File: src/rtl/decode_fifo.sv
`default_nettype none
// +--------------------------------------------------------------------+
// | decode_fifo                                                        |
// | FIFO of 2-bit codes; the head code is presented one-hot on d3..d0. |
// | Rev 1.0 - initial release                                          |
// +--------------------------------------------------------------------+
module decode_fifo #(
    parameter int DEPTH = 4
) (
    input  logic                     clk,
    input  logic                     rst_n,
    input  logic                     a1,
    input  logic                     a0,
    input  logic                     in_valid,
    output logic                     in_ready,
    output logic                     d3,
    output logic                     d2,
    output logic                     d1,
    output logic                     d0,
    output logic                     out_valid,
    input  logic                     out_ready,
    output logic [$clog2(DEPTH):0]   level,
    output logic [7:0]               count
);

    localparam int                  c_addr_w  = $clog2(DEPTH);
    localparam logic [c_addr_w:0]   c_full    = (c_addr_w + 1)'(DEPTH);
    localparam logic [c_addr_w:0]   c_lvl_one = (c_addr_w + 1)'(1);
    localparam logic [c_addr_w-1:0] c_ptr_one = c_addr_w'(1);

    logic [1:0]          r_mem [DEPTH];
    logic [c_addr_w-1:0] r_wr_ptr;
    logic [c_addr_w-1:0] r_rd_ptr;
    logic [c_addr_w:0]   r_level;
    logic [7:0]          r_count;
    logic                r_in_ready;

    logic                w_push;
    logic                w_pop;
    logic [c_addr_w:0]   w_level_next;
    logic [1:0]          w_head;

    assign out_valid = (r_level != '0);
    assign in_ready  = r_in_ready;
    assign level     = r_level;
    assign count     = r_count;
    assign w_push    = in_valid && r_in_ready;
    assign w_pop     = out_valid && out_ready;
    assign w_head    = r_mem[r_rd_ptr];

    always_comb begin
        w_level_next = r_level;
        case ({w_push, w_pop})
            2'b10:   w_level_next = r_level + c_lvl_one;
            2'b01:   w_level_next = r_level - c_lvl_one;
            default: w_level_next = r_level;
        endcase
    end

    // in_ready is precomputed from the next level so it never depends on out_ready combinationally
    always_ff @(posedge clk or negedge rst_n) begin
        if (!rst_n) begin
            r_wr_ptr   <= '0;
            r_rd_ptr   <= '0;
            r_level    <= '0;
            r_in_ready <= 1'b1;
            r_count    <= '0;
        end else begin
            r_level    <= w_level_next;
            r_in_ready <= (w_level_next < c_full);
            if (w_push) begin
                r_wr_ptr <= r_wr_ptr + c_ptr_one;
            end
            if (w_pop) begin
                r_rd_ptr <= r_rd_ptr + c_ptr_one;
                if (r_count != 8'hFF) begin
                    r_count <= r_count + 8'd1;
                end
            end
        end
    end

    // Storage needs no reset: stale entries are never visible while level is 0
    always_ff @(posedge clk) begin
        if (w_push) begin
            r_mem[r_wr_ptr] <= {a1, a0};
        end
    end

    assign d0 = out_valid && (w_head == 2'b00);
    assign d1 = out_valid && (w_head == 2'b01);
    assign d2 = out_valid && (w_head == 2'b10);
    assign d3 = out_valid && (w_head == 2'b11);

endmodule
`default_nettype wire

File: config.mk
export PLATFORM = sky130hd
export DESIGN_NAME = decode_fifo
export DESIGN_NICKNAME = d
export VERILOG_FILES = /design/src/rtl/decode_fifo.sv
export SDC_FILE = /design/constraint.sdc
export NUM_CORES = 1
export LEC_CHECK = 0
export BUFFER_PORTS_ARGS = -buffer_cell sky130_fd_sc_hd__buf_2
export CAP_MARGIN = 20
export CORE_MARGIN = 1.5
export CORE_UTILIZATION = 52
export DETAILED_ROUTE_END_ITERATION = 8
export HOLD_SLACK_MARGIN = 0.05
export PLACE_DENSITY = 0.8
export SYNTH_ARGS = -nofsm -noshare
export SYNTH_HDL_FRONTEND = slang
export SYNTH_SLANG_ARGS = --single-unit
File: constraint.sdc
create_clock -name clk -period 2.6 [get_ports clk]
set_clock_uncertainty 0.1 [all_clocks]
set_input_delay 0.13 -clock clk [delete_from_list [all_inputs] [get_ports clk]]
set_output_delay 0.13 -clock clk [all_outputs]
set_load 0.01 [all_outputs]
---- Yosys cells after proc, flatten, opt, wreduce, memory -nomap -nowiden ----
Memory sizes are Yosys's and may differ from the RTL's.
Index checks and enable logic that the tools add are counted.
cells by class
  add/sub/neg operators ................... 5
  magnitude comparators ................... 1
  equality and inequality tests ........... 6
  multiplexer cells ....................... 3
  reduce and logical (&&, ||, !) cells .... 9
operators with widths
  operator             count
  $add 8x1->8 const B  1
  $ne 8x8->1 const B   1
  $eq 2x2->1 const B   3
  $logic_and 1x1->1    6
  $pmux 3 s2           1
  $add 2x1->2 const B  2
  $eq 2x1->1 const B   2
  $add 3x1->3 const B  1
  $lt 3x3->1 const B   1
  $reduce_bool 3->1    1
  $sub 3x1->3 const B  1
  $logic_not 2->1      1
  $mux 1               2
  $reduce_and 2->1     1
word-level totals
  register bits after elaboration ......... 16
  RAM bits ................................ 8
  input port bits ......................... 6
  output and inout port bits .............. 17
  word-level logic and storage cells ...... 30
  memories kept ........................... 1
memory list
  name   depth  bits a word  rd ports  clocked after Yosys merged registers in  write ports  line  source
  r_mem  4      2            1         0                                        1            31    logic [1:0] r_mem [DEPTH];

---- Longest topological paths before layout ----
  word-level depth ........................ 5
  depth in mapped cells ................... 8
  depth with buffers taken out ............ 7

---- Least setup slack after synthesis ----
No wires, ideal clock.
  kind .................................... reg2reg
  start point ............................. register r_level[1] (netlist: level[1])
  end point ............................... register r_in_ready (netlist: in_ready)
  setup time .............................. 0.079 ns
  arrival time ............................ 1.924 ns
  data required time ...................... 2.421 ns
  path slack .............................. 0.497 ns
  stages on the path, launching flop included .. 9
  buffers on the path ..................... 1
  clock period less this slack ............ 2.103 ns
  cells stage by stage .................... dfrtp_1 o31a_1 buf_4 ha_1 fa_1 xnor2_1 nor2_1 xor2_1 inv_1
on the way
  word-level cells in the longest chain between the ends .. 5
  elaborated cells between the ends (all ways) .. 8
  those cells by class .................... 2 x add/sub; 1 x order compare; 2 x eq/ne; 1 x mux; 2 x reduce/logical
ends and longest elaborated chain
  item                                      line  source
  start: declaration                        34    logic [c_addr_w:0] r_level;
  start signal: assignment                  69    r_level <= w_level_next;
  $reduce_bool 3->1 (*)                     43    assign out_valid = (r_level != '0);
  $logic_and 1x1->1 (*)                     48    assign w_pop = out_valid && out_ready;
  named net w_pop                           39    logic w_pop;
  $eq 2x1->1 or $eq 2x2->1 (tied branches)  53    case ({w_push, w_pop})
  $pmux 3 s2 (*)                            53
  $lt 3x3->1 (*)                            70    r_in_ready <= (w_level_next < c_full);
  end signal: assignment                    70
  end: declaration                          36    logic r_in_ready;
The timed path passes the listed nets; every way through them passes the cells marked *.
A chain may end at the register's enable or synchronous reset.

---- Final worst setup path ----
  start point ............................. register r_level[0] (netlist: level[0])
  end point ............................... register r_in_ready (netlist: in_ready)
on the way
  word-level cells in the longest chain between the ends .. 5
  elaborated cells between the ends (all ways) .. 8
  those cells by class .................... 2 x add/sub; 1 x order compare; 2 x eq/ne; 1 x mux; 2 x reduce/logical
ends and longest elaborated chain
  item                                                 line
  branches (longest 3 deep; another with $sub 3x1->3)  -
  $pmux 3 s2 (*)                                       53
  $lt 3x3->1 (*)                                       70
Every way passes the cells marked *.

==> metrics.md <==
| Metric | Value |
|---|---|
| Max-cap violations | `0` |
| Die area | `2450 sq um` |
| Die span in x | `49.5 um` |
| Clock transition at path regs | `0.12 ns` |
| WL/cell | `12.8 um` |
| Placer Congestion | `0.752` |
| # nets final | `126` |
| Worst-path fanout max | `8` |
| Total GRT Usage | `17.3%` |
| Startpoint Class | `flip-flop` |
| Synth cell count leaders | `15 x dfrtp_1, 8 x edfxtp_1, 7 x nand2_1, 7 x xnor2_1` |
| Largest net degree at the start of global routing | `17` |
| Avg Inst Size Synth | `13.4 sq um` |
| Primary FF master, synth | `dfrtp_1` |
| Routed wire length | `1780 um` |
| Total grt overflow | `0` |
| Synth area leader | `dfrtp_1` |
| Required time worst endpoint | `2.74 ns` |
| CTS max path bufs | `2` |
| Area Overhead vs Synth | `19.5%` |
| Post-cts sizing count | `0` |
| Post-CTS setup buffer count | `0` |
| Final worst path period need | `2.21 ns` |
| Post-DP HPWL | `1330 um` |
| Distinct cells, synth | `25` |
| Cell area power density | `1180 nW/um^2` |
| Num rows | `16` |
| Initial antenna violation count | `0` |
| First-pass GRT wire length | `3190 um` |
| Vias in the first global route | `722` |
| Clk sink count | `24` |
| Ports | `23` |
| Max VDD drop | `0.000677 V` |
| Std-Cell Core Area | `2000 sq um` |
| Post-CTS Hold Fix Bufs | `3` |
| Fin crit share | `85.1%` |
| H-tree levels | `1` |
| Detailed Routing Iterations Pass 1 | `4` |
| Synth top area cells | `dfrtp_1 33%, edfxtp_1 21%, ha_1 6.7%, xnor2_1 5.5%, mux2_2 4.0%` |
| Initial core utilization | `56.1%` |
| TritonCTS buffer count | `3` |
| Sequential area share after synthesis | `57.1%` |
| Root Driver | `clkbuf_4` |
| Final Util | `67.1%` |
| Worst hold path class | `input port to flip-flop` |
| Port Buffers | `22` |
| LEAKAGE | `0.617 nW` |
| Outcome | `complete, no violations` |
| CP Capture Type | `flip-flop` |
| Drt drc | `0` |
| Finish-stage setup viols | `0` |
| CTS tree | `yes` |
| Top cell type's share of synthesized area | `33.4%` |
| RSZ-0062 raised after global routing | `no` |
| Max frequency | `0.452 GHz` |
| Drt first-iter violations | `9` |
| Cells after synthesis | `84` |
| Setup_tns | `0 ns` |
| Capture point of the critical path | `in_ready` |
| Post-detailed-route count of antenna-violating nets | `0` |
| Antenna diodes | `0` |
| Crit path DAT | `2.36 ns` |
| Synth Warn # | `0` |
| Crit. Startpoint | `level[0]` |
| Number of synthesized flops with an enable pin | `8` |
| FF-to-FF path depth | `7` |
| Slew Viols, Final | `0` |
| Seq cells post-synth | `24` |
| Rel. slew slack | `55.8%` |
| Most frequent cell after synthesis | `dfrtp_1` |
| Fraction of registers with async set or reset after synthesis | `66.7%` |
| Kind of critical path | `flip-flop to flip-flop` |
| Syn Nets | `97` |
| Cell Area, Synth | `1120 sq um` |
| RR Endpoint | `in_ready` |
| Clock insertion delay at the later pin of the skew report | `0.30 ns` |
| Share of cells above drive strength 1 | `32.1%` |
| Reg-to-reg critical path startpoint | `level[0]` |
| Final hold violations | `0` |
| Via Count | `738` |
| Worst R2R Setup Slack | `0.39 ns` |
| Die height | `49.5 um` |
| Via/cell ratio | `5.31` |
| Worst-margin pin slew | `0.657 ns` |
## per-stage QoR
step                      power (W)  cells  hold WS (ns)  instance area, sq um  setup slack (ns)
after global routing        0.00172    139         0.149                  1340             0.248
after floorplan             0.00111     84        -0.266                  1120             0.497
after global placement      0.00130    132       -0.0343                  1260             0.508
final                       0.00158    139         0.109                  1340             0.386
after CTS                   0.00160    139         0.102                  1340             0.382
after detailed placement    0.00133    132       -0.0358                  1260             0.408
## state kept, by name, summed over array words and instances, names as in the netlist, named ones only
signal,count
count,8
r_mem,8
level,2
r_rd_ptr,2
r_wr_ptr,2
in_ready,1
## cell type report
cell class,count,area [sq um]
multi-input combinational,55,459
sequential,24,642
clock inverter,1,30.0
inverter,4,15.0
timing repair buffer,25,140
tap,27,33.8
clock buffer,3,22.5
fill,158,659
## how the worst min path moves through the flow
| stage | start | endpoint | slack, ns | depth (start not counted) |
|---|---|---|---|---|
| after floorplan | rst_n | asynchronous set/reset pin | -0.27 | 0 |
| after CTS | in_valid | r_wr_ptr[0] | 0.10 | 3 |
| after detailed placement | rst_n | r_rd_ptr[1] | -0.04 | 1 |
| after global placement | rst_n | r_rd_ptr[1] | -0.03 | 1 |
| final | in_valid | r_wr_ptr[0] | 0.11 | 3 |
| after global routing | in_valid | r_wr_ptr[0] | 0.15 | 3 |
## metal layers
layer  global-route usage, %  up-vias  part of all wire, %
met5                       0        -                    0
met4                    6.94        0                  1.1
met3                    3.64        2                  4.2
met2                    27.9       17                   50
met1                    22.9      366                   44
li1                        -      353                    -
## placed cells by master, fill, tap and decap left out
master and instances:
a211oi_2 1, a21oi_1 3, and3_1 6, and3_2 1, and4_4 1, buf_2 22, bufinv_16 1, clkbuf_4 3
dfrtp_1 15, dfstp_2 1, dlygate4sd3_1 3, edfxtp_1 8, fa_1 1, ha_1 6, inv_1 4, mux2_2 4
mux2i_1 1, mux4_2 2, nand2_1 7, nand2b_1 1, nand3_1 2, nand4_1 2, nor2_1 3, nor3_1 2
nor3b_1 1, o31a_1 1, xnor2_1 7, xor2_1 3
## worst max-delay path, stage by stage (launching register included)
cell     delay (ns)
dfrtp_1        0.47
o31a_1         0.42
ha_1           0.26
fa_1           0.38
xnor2_1        0.14
nor2_1         0.12
xor2_1         0.20
inv_1          0.07
## report_power, final
group | switching, W | internal, W | leakage, nW
Combinational | 0.000311 | 0.000318 | 0.324
Clock | 0.000102 | 0.000156 | 0.0279
Sequential | 0.000156 | 0.000536 | 0.264
## logic make-up (layout without fill, tap and decap cells)
logic type | count (synthesis) | in the layout | share of synthesized area, %
buf+inv | 5 | 33 | 2.00
fa+ha+maj | 7 | 7 | 8.46
simple gates | 26 | 26 | 12.5
xor+xnor | 10 | 10 | 7.80
flops | 24 | 24 | 57.1
compound gates | 5 | 5 | 3.23
mux | 7 | 7 | 8.91
(Power assumes the default switching activity.)
